`src/rtl/seq_mul_hs_pkg.sv`:
```
// Shared types and limits for the iterative shift-add multiplier.
package seq_mul_pkg;

    typedef enum logic [1:0] {
        IDLE = 2'd0,
        BUSY = 2'd1,
        DONE = 2'd2
    } mul_state_e;

    localparam int MAX_WIDTH = 32;

endpackage

```
`src/rtl/seq_mul_hs_if.sv`:
```
// Operand/result handshake bundle between producer, multiplier and consumer.
interface seq_mul_hs_if #(
    parameter int WIDTH = 8
);
    // Valid/ready: a transfer happens on a rising edge where valid and ready are both high;
    // a source holds valid and its data steady until that edge, ready never depends on valid.
    logic                 in_valid;
    logic                 in_ready;
    logic [WIDTH-1:0]     a;
    logic [WIDTH-1:0]     b;
    logic                 signed_mode;
    logic                 out_valid;
    logic                 out_ready;
    logic [2*WIDTH-1:0]   y;
    logic                 busy;

    modport master (
        output in_valid, a, b, signed_mode, out_ready,
        input  in_ready, out_valid, y, busy
    );

    modport slave (
        input  in_valid, a, b, signed_mode, out_ready,
        output in_ready, out_valid, y, busy
    );

endinterface

```
`src/rtl/seq_mul_hs.sv`:
```
// Iterative shift-add multiplier: one multiplier bit per clock, sign handled as
// magnitude multiply plus a final conditional negate.
module seq_mul_hs
    import seq_mul_pkg::*;
#(
    parameter int WIDTH = 8
) (
    input  logic         clk,
    input  logic         rst_n,
    seq_mul_hs_if.slave  bus,
    output mul_state_e   dbg_state_o
);

    localparam int CW = $clog2(WIDTH) + 1;

    if (WIDTH < 2 || WIDTH > MAX_WIDTH) begin : g_bad_width
        $error("seq_mul_hs: WIDTH out of range");
    end

    mul_state_e           state_q, state_d;
    logic [2*WIDTH-1:0]   acc_q;
    logic [2*WIDTH-1:0]   acc_d;
    logic [WIDTH-1:0]     mcand_q;
    logic [WIDTH-1:0]     mplier_q;
    logic [CW-1:0]        count_q;
    logic                 neg_q;
    logic [2*WIDTH-1:0]   y_q;
    logic [WIDTH-1:0]     a_mag;
    logic [WIDTH-1:0]     b_mag;
    logic                 last_step;

    // The most-negative operand negates to 2^(WIDTH-1), still representable unsigned.
    always_comb begin
        a_mag = (bus.signed_mode && bus.a[WIDTH-1]) ? (~bus.a + 1'b1) : bus.a;
        b_mag = (bus.signed_mode && bus.b[WIDTH-1]) ? (~bus.b + 1'b1) : bus.b;
    end

    assign last_step = (count_q == CW'(WIDTH - 1));

    always_comb begin
        acc_d = acc_q;
        if (mplier_q[0]) begin
            acc_d = acc_q + ({{WIDTH{1'b0}}, mcand_q} << count_q);
        end
    end

    always_ff @(posedge clk) begin
        if (!rst_n) begin
            state_q <= IDLE;
        end else begin
            state_q <= state_d;
        end
    end

    always_comb begin
        state_d = state_q;
        case (state_q)
            IDLE:    if (bus.in_valid)  state_d = BUSY;
            BUSY:    if (last_step)     state_d = DONE;
            DONE:    if (bus.out_ready) state_d = IDLE;
            default:                    state_d = IDLE;
        endcase
    end

    always_comb begin
        bus.in_ready  = (state_q == IDLE);
        bus.busy      = (state_q == BUSY);
        bus.out_valid = (state_q == DONE);
        bus.y         = y_q;
        dbg_state_o   = state_q;
    end

    always_ff @(posedge clk) begin
        if (!rst_n) begin
            acc_q    <= '0;
            mcand_q  <= '0;
            mplier_q <= '0;
            count_q  <= '0;
            neg_q    <= 1'b0;
            y_q      <= '0;
        end else begin
            case (state_q)
                IDLE: begin
                    if (bus.in_valid) begin
                        mcand_q  <= a_mag;
                        mplier_q <= b_mag;
                        neg_q    <= bus.signed_mode & (bus.a[WIDTH-1] ^ bus.b[WIDTH-1]);
                        acc_q    <= '0;
                        count_q  <= '0;
                    end
                end
                BUSY: begin
                    acc_q    <= acc_d;
                    mplier_q <= mplier_q >> 1;
                    count_q  <= count_q + CW'(1);
                    if (last_step) begin
                        y_q <= neg_q ? (~acc_d + 1'b1) : acc_d;
                    end
                end
                default: ;
            endcase
        end
    end

endmodule

```
`src/flat_wrapper.sv`:
```
// flat-port wrapper written by rule: the top's interface ports become plain ports
module seq_mul_hs_flat import seq_mul_pkg::*;
#(
    parameter int WIDTH = 8
)
  (clk, rst_n, dbg_state_o, bus_in_valid, bus_a, bus_b, bus_signed_mode, bus_out_ready, bus_in_ready, bus_out_valid, bus_y, bus_busy);
  seq_mul_hs_if #(.WIDTH(WIDTH)) bus_i ();
  input  logic clk;
  input  logic rst_n;
  output mul_state_e dbg_state_o;
  input wire logic [$bits(bus_i.in_valid)-1:0] bus_in_valid;
  input wire logic [$bits(bus_i.a)-1:0] bus_a;
  input wire logic [$bits(bus_i.b)-1:0] bus_b;
  input wire logic [$bits(bus_i.signed_mode)-1:0] bus_signed_mode;
  input wire logic [$bits(bus_i.out_ready)-1:0] bus_out_ready;
  output wire logic [$bits(bus_i.in_ready)-1:0] bus_in_ready;
  output wire logic [$bits(bus_i.out_valid)-1:0] bus_out_valid;
  output wire logic [$bits(bus_i.y)-1:0] bus_y;
  output wire logic [$bits(bus_i.busy)-1:0] bus_busy;
  assign bus_i.in_valid = bus_in_valid;
  assign bus_i.a = bus_a;
  assign bus_i.b = bus_b;
  assign bus_i.signed_mode = bus_signed_mode;
  assign bus_i.out_ready = bus_out_ready;
  assign bus_in_ready = bus_i.in_ready;
  assign bus_out_valid = bus_i.out_valid;
  assign bus_y = bus_i.y;
  assign bus_busy = bus_i.busy;
  seq_mul_hs #(.WIDTH(WIDTH)) u_core (.clk(clk), .rst_n(rst_n), .bus(bus_i), .dbg_state_o(dbg_state_o));
endmodule
```
`config.mk`:
```
export PLATFORM = sky130hd
export DESIGN_NAME = seq_mul_hs_flat
export DESIGN_NICKNAME = d
export VERILOG_FILES = /design/src/rtl/seq_mul_hs_pkg.sv /design/src/rtl/seq_mul_hs_if.sv /design/src/rtl/seq_mul_hs.sv /design/src/flat_wrapper.sv
export SDC_FILE = /design/constraint.sdc
export NUM_CORES = 1
export LEC_CHECK = 0
export ABC_CLOCK_PERIOD_IN_PS = 4100
export CAP_MARGIN = 20
export CORE_ASPECT_RATIO = 1.1
export CORE_MARGIN = 4
export CORE_UTILIZATION = 52
export CTS_CLUSTER_DIAMETER = 100
export DETAILED_ROUTE_END_ITERATION = 8
export GPL_TIMING_DRIVEN = 0
export PLACE_DENSITY = 0.77
export SYNTH_ARGS = -nofsm -noshare
export SYNTH_HDL_FRONTEND = slang
export SYNTH_SLANG_ARGS = --single-unit
```
`constraint.sdc`:
```
create_clock -name clk -period 4.1 [get_ports clk]
set_clock_uncertainty 0.15 [all_clocks]
set_input_delay 0.82 -clock clk [delete_from_list [all_inputs] [get_ports clk]]
set_output_delay 0.82 -clock clk [all_outputs]
set_load 0.02 [all_outputs]
```
### Yosys cells after proc, flatten, opt, wreduce, memory -nomap -nowiden

Index checks and enable logic that the tools add are counted.

* add/sub/neg operators: 5
* multipliers: 0
* divide/modulo/power cells: 0
* order comparisons: 0
* equal/unequal tests: 6
* shift operators: 1
* multiplexer cells: 14
* bitwise operators: 5
* reductions and logical operators: 8

Operators by type and width (number)
* $mux W16: 3
* $pmux W16 S2: 1
* $mux W8: 3
* $add A16 B1 Y16 const B: 1
* $add A16 B16 Y16: 1
* $add A8 B1 Y8 const B: 2
* $not A16 Y16: 1
* $not A8 Y8: 2
* $pmux W8 S2: 1
* $shl A8 B4 Y16: 1
* $pmux W4 S2: 1
* $mux W2: 3
* $pmux W2 S3: 1
* $reduce_and A2 Y1: 3
* $add A4 B1 Y4 const B: 1
* $eq A4 B3 Y1 const B: 1
* $mux W4: 1
* $ne A2 B2 Y1 const B: 2
* $reduce_and A3 Y1: 1
* $eq A2 B1 Y1 const B: 1
* $eq A2 B2 Y1 const B: 1
* $logic_and A1 B1 Y1: 2
* $logic_not A2 Y1: 1
* $ne A2 B1 Y1 const B: 1
* other kinds (3): 3

* bits in registers: 55
* bits in latches: 0
* memory bits (writable): 0
* bits in read-only memories: 0
* input bits: 21
* output and inout port bits: 21
* logic and storage cells: 46
* memories: 0

### Depth between registers and ports, before layout

* depth after elaboration: 6
* mapped depth: 18
* depth with buffers taken out: 15

### Worst setup path before layout

Ideal clock, no wire load.

* kind: register -> register
* start: reg u_core.count_q[1]
* end: reg u_core.y_q[12], in the netlist u_core.bus.y[12]
* library setup time: 0.119 ns
* data arrival time: 4.020 ns
* path slack: -0.189 ns
* stages on the path, launching flop included: 16
* period minus slack after synthesis: 4.289 ns
* cell sequence: dfxtp_1 > clkbuf_1 > clkbuf_1 > mux2i_1 > o22ai_1 > nor3b_1 > ha_1 > a21o_1 > a221oi_4 > xnor2_1 > mux2_4 > or4_4 > or4_1 > o21ai_1 > xor2_1 > o21ai_1

* cells in the longest elaborated chain, start to end: 6

Ends and longest elaborated chain
* start, declared: line seq_mul_hs.sv:25 `logic [CW-1:0] count_q;`
* start signal, assigned: line seq_mul_hs.sv:95 `count_q <= count_q + CW'(1);`
* $shl A8 B4 Y16: line seq_mul_hs.sv:43 `acc_d = acc_q + ({{WIDTH{1'b0}}, mcand_q} << count_q);`
* $add A16 B16 Y16: line seq_mul_hs.sv:43
* $mux W16: line seq_mul_hs.sv:42 `if (mplier_q[0]) begin`
* $not A16 Y16: line seq_mul_hs.sv:97 `y_q <= neg_q ? (~acc_d + 1'b1) : acc_d;`
* $add A16 B1 Y16: line seq_mul_hs.sv:97
* $mux W16: line seq_mul_hs.sv:97
* end signal, assigned: line seq_mul_hs.sv:97
* end, declared: line seq_mul_hs.sv:27 `logic [2*WIDTH-1:0] y_q;`

Parallel ways exist; a longest one is shown, timed or not.
A chain may end at the register's enable or synchronous reset.

### Worst setup path in the final report

* start: reg u_core.count_q[1]
* end: reg u_core.y_q[10], in the netlist u_core.bus.y[10]

The elaborated chain is that of the path after synthesis.

==> flow_metrics.py <==
metrics = {
    "power_and_ir_drop": {
        "pwr-share-clk": 0.276,
        "pwr_density_cell_nw_per_um2": 231,
        "seq_power_share": 0.459,
        "power_leakage_nw": 2.04,
        "p_switching_w": 0.000404,
        "p_comb_frac": 0.265,
        "p_int_w": 0.000827,
        "peakVddDrop_uv": 151,
        "p_sw_frac": 0.328,
    },
    "worst_hold_path": {
        "holdPathEnd": "u_core.bus.y[12]",
        "hold_start": "u_core.bus.y[12]",
        "hold_depth": 2,
        "hold_path.class": "flop to flop",
    },
    "job": {
        "drv_cap": 0,
    },
    "route": {
        "wirelength_um": 12800,
        "first_pass_iters": 5,
        "num_vias": 4479,
        "route.detailed.drc": 0,
        "routedWlPerCell_um": 17.8,
        "ant_nets": 0,
        "dr.first_iter.drc_count": 291,
        "via_per_inst": 6.20,
    },
    "synthesis": {
        "syn-num-nets": 587,
        "synthArstFlopShare": 0,
        "synth-seq-cells": 55,
        "synth-edff-count": 0,
        "synth_flop_cell": "dfxtp_1",
        "syn_area_per_cell_um2": 7.71,
        "seq_area_frac_synth": 0.262,
        "postSynthCellCount": 546,
        "syn_area_um2": 4210,
        "synth_top_area_cell": "dfxtp_1",
        "synth_warnings": 0,
        "synth_top_area_share": 0.262,
        "synth_area_leaders": "dfxtp_1 26%, nand2_1 6.2%, ha_1 5.6%",
        "synth.distinct_cells": 62,
    },
    "grt": {
        "grt.overflow.total": 0,
        "grt_pass1_wl_um": 20200,
        "busiest_layer": "met2",
        "met1_usage": 0.319,
        "grt_pass1_vias": 4133,
        "antenna_found_initial": 0,
        "grtUsageMet3": 0.0412,
        "grt.met2_usage": 0.461,
        "grt_usage": 0.261,
        "grt_max_degree": 21,
    },
    "floorplan": {
        "io_pins": 42,
        "fp.dieW_um": 93.8,
        "die_h_um": 102,
        "dieArea_um2": 9600,
        "num_rows": 34,
        "initial_core_util": 0.532,
        "coreArea_um2": 7910,
    },
    "clocking": {
        "cts-hold-fix-buffers": 0,
        "numCtsBuffers": 5,
        "clock_latency_ps": 320,
        "cts_sinks": 55,
        "cts_buffer_depth": 2,
        "htreeDepth": 2,
        "cts_tree": "built",
        "root_buffer": "clkbuf_8",
        "clk_pin_slew_ps": 120,
    },
    "final_layout": {
        "final_core_util": 0.673,
        "nNetsFinal": 654,
        "drive_above_1_share": 0.161,
        "final_cell_mix": "67 x nand2_1, 51 x dfxtp_1, 41 x clkdlybuf4s50_1",
        "n_antenna_cell": 0,
        "areaGrowthSynthToFinish_pct": 26.4,
        "final_common_cell": "nand2_1",
    },
    "sta": {
        "period_needed_ps": 4200,
        "post-route-period-util": 1.02,
        "timing.fmax_mhz": 238,
        "finalSetupTns_ps": -268,
        "rsz0062_at_grt": "yes",
        "hold_viol_final": 0,
        "setup_ws_ps": -99.6,
        "slew_viol_final": 0,
        "final-setup-viol-count": 3,
        "maxSlewHeadroom": 0.513,
        "worst_pin_slew_ps": 728,
    },
    "worst_setup_path": {
        "worstSetupPathType": "flop to flop",
        "reg2reg_depth": 14,
        "crit_fanout": 7,
        "r2r_slack_ps": -100,
        "cp_data_required_time_ps": 4190,
        "start_kind": "flop",
        "crit_path_end_kind": "flop",
        "regToRegStartpoint": "u_core.count_q[1]",
        "cp.arrival_ps": 4290,
        "rr_endpoint": "u_core.bus.y[10]",
    },
    "placement": {
        "dpl.hpwl_um": 9150,
        "portBuffers": 41,
        "place.gp.congestion": 0.948,
    },
    "run_status": {
        "status": "complete, but fails checks",
        "violations": "setup timing",
    },
}
## through the flow
step / worst slack, ps / hold WS, ps / power (W) / cells / instance area [µm²]
after CTS: -227 / 325 / 0.00119 / 711 / 5090
after floorplan: 1.23 / 291 / 0.000735 / 546 / 4210
after global placement: -671 / 295 / 0.000812 / 695 / 4760
after detailed placement: -707 / 307 / 0.000820 / 695 / 4760
after global routing: -226 / 362 / 0.00128 / 722 / 5320
final: -99.6 / 319 / 0.00123 / 722 / 5320
## layer usage
metal	vias to the layer above	share of wire	wire (µm)
li1	2144	-	-
met4	0	0.033	427
met3	29	0.051	657
met1	2126	0.42	5360
met2	180	0.50	6390
met5	-	0	0
## sequential cells by signal (all words and copies together) (netlist names)
name	count
u_core.count_q	4
u_core.acc_q	16
u_core.bus.y	16
u_core.neg_q	1
u_core.mcand_q	8
u_core.mplier_q	8
u_core.dbg_state_o	2
## timing repair
| action | 4_1_cts | 5_1_grt |
|---|---|---|
| setup buffers | 10 | 14 |
| hold endpoints to repair | 0 | 0 |
| pin swaps | 14 | 18 |
| resized for setup | 43 | 41 |
| setup endpoints to repair | 10 | 10 |
## worst max path at each step
stage | startpoint | end | slack, ps | depth (start not counted)
floorplan | u_core.count_q[0] | u_core.bus.y[12] | 1 | 14
CTS | u_core.count_q[1] | u_core.bus.y[12] | -230 | 15
detailed placement | u_core.count_q[1] | u_core.bus.y[12] | -710 | 15
global route | u_core.count_q[0] | u_core.bus.y[12] | -230 | 15
global placement | u_core.count_q[0] | u_core.bus.y[12] | -670 | 15
finish | u_core.count_q[1] | u_core.bus.y[10] | -100 | 14
## synthesized netlist by cell type (3+ instances only)
cell type,number
nor3_1,10
a211oi_1,7
nor4b_1,3
o31ai_1,4
o21a_1,9
nand3_1,33
dfxtp_1,55
clkbuf_1,34
nor3b_1,5
mux2i_1,13
a21o_1,6
a21oi_1,20
and3_1,3
nand2_1,69
a21boi_0,13
nand4_1,9
and2_1,20
o211a_1,8
or3_1,7
o21ai_0,43
nor2b_1,15
ha_1,19
nand3b_1,6
o311ai_0,4
o22ai_1,4
a22oi_1,11
a211o_1,3
xor2_1,12
nor2_1,23
xnor2_1,11
o211ai_1,5
mux2_2,5
nor4_1,4
inv_1,9
a31oi_1,5
nand2b_1,5
## final cells by class
cell class / instances / area (µm²)
clock inverters: 3 / 33.8
repair buffers: 65 / 588
multi-input cells: 443 / 3190
clock buffers: 5 / 68.8
flip-flops and latches: 55 / 1110
fillers: 679 / 2590
plain buffers: 33 / 163
well taps: 108 / 135
inverters: 10 / 37.5
## critical path, cell delays in order, from the launching register on
cell	delay, ps
dfxtp_4	400
mux2i_2	170
mux2_4	300
mux2i_4	160
nor2b_4	200
ha_4	230
a21o_1	230
a221oi_4	410
xnor2_2	120
mux2_4	290
or4_4	510
or4_4	530
a21oi_2	190
o31ai_2	70
and2_1	160
## power by group through the flow
stage / sequential (W) / clock, W / combinational, W
CTS: 0.000563 / 0.000341 / 0.000286
detailed placement: 0.000574 / 0 / 0.000245
floorplan: 0.000570 / 0 / 0.000165
global route: 0.000567 / 0.000361 / 0.000352
global placement: 0.000573 / 0 / 0.000238
finish: 0.000565 / 0.000340 / 0.000326
## cell families after synthesis
| group | count (synthesis) | synth area share |
|---|---|---|
| AND/OR/NAND/NOR | 224 | 0.278 |
| AO/OA/AOI/OAI | 155 | 0.250 |
| flip-flops | 55 | 0.262 |
| buffers and inverters | 48 | 0.0437 |
| XOR/XNOR | 23 | 0.0478 |
| multiplexers | 21 | 0.0585 |
| adder cells (fa/ha/maj) | 20 | 0.0612 |
Power figures use the tool's default switching activity.
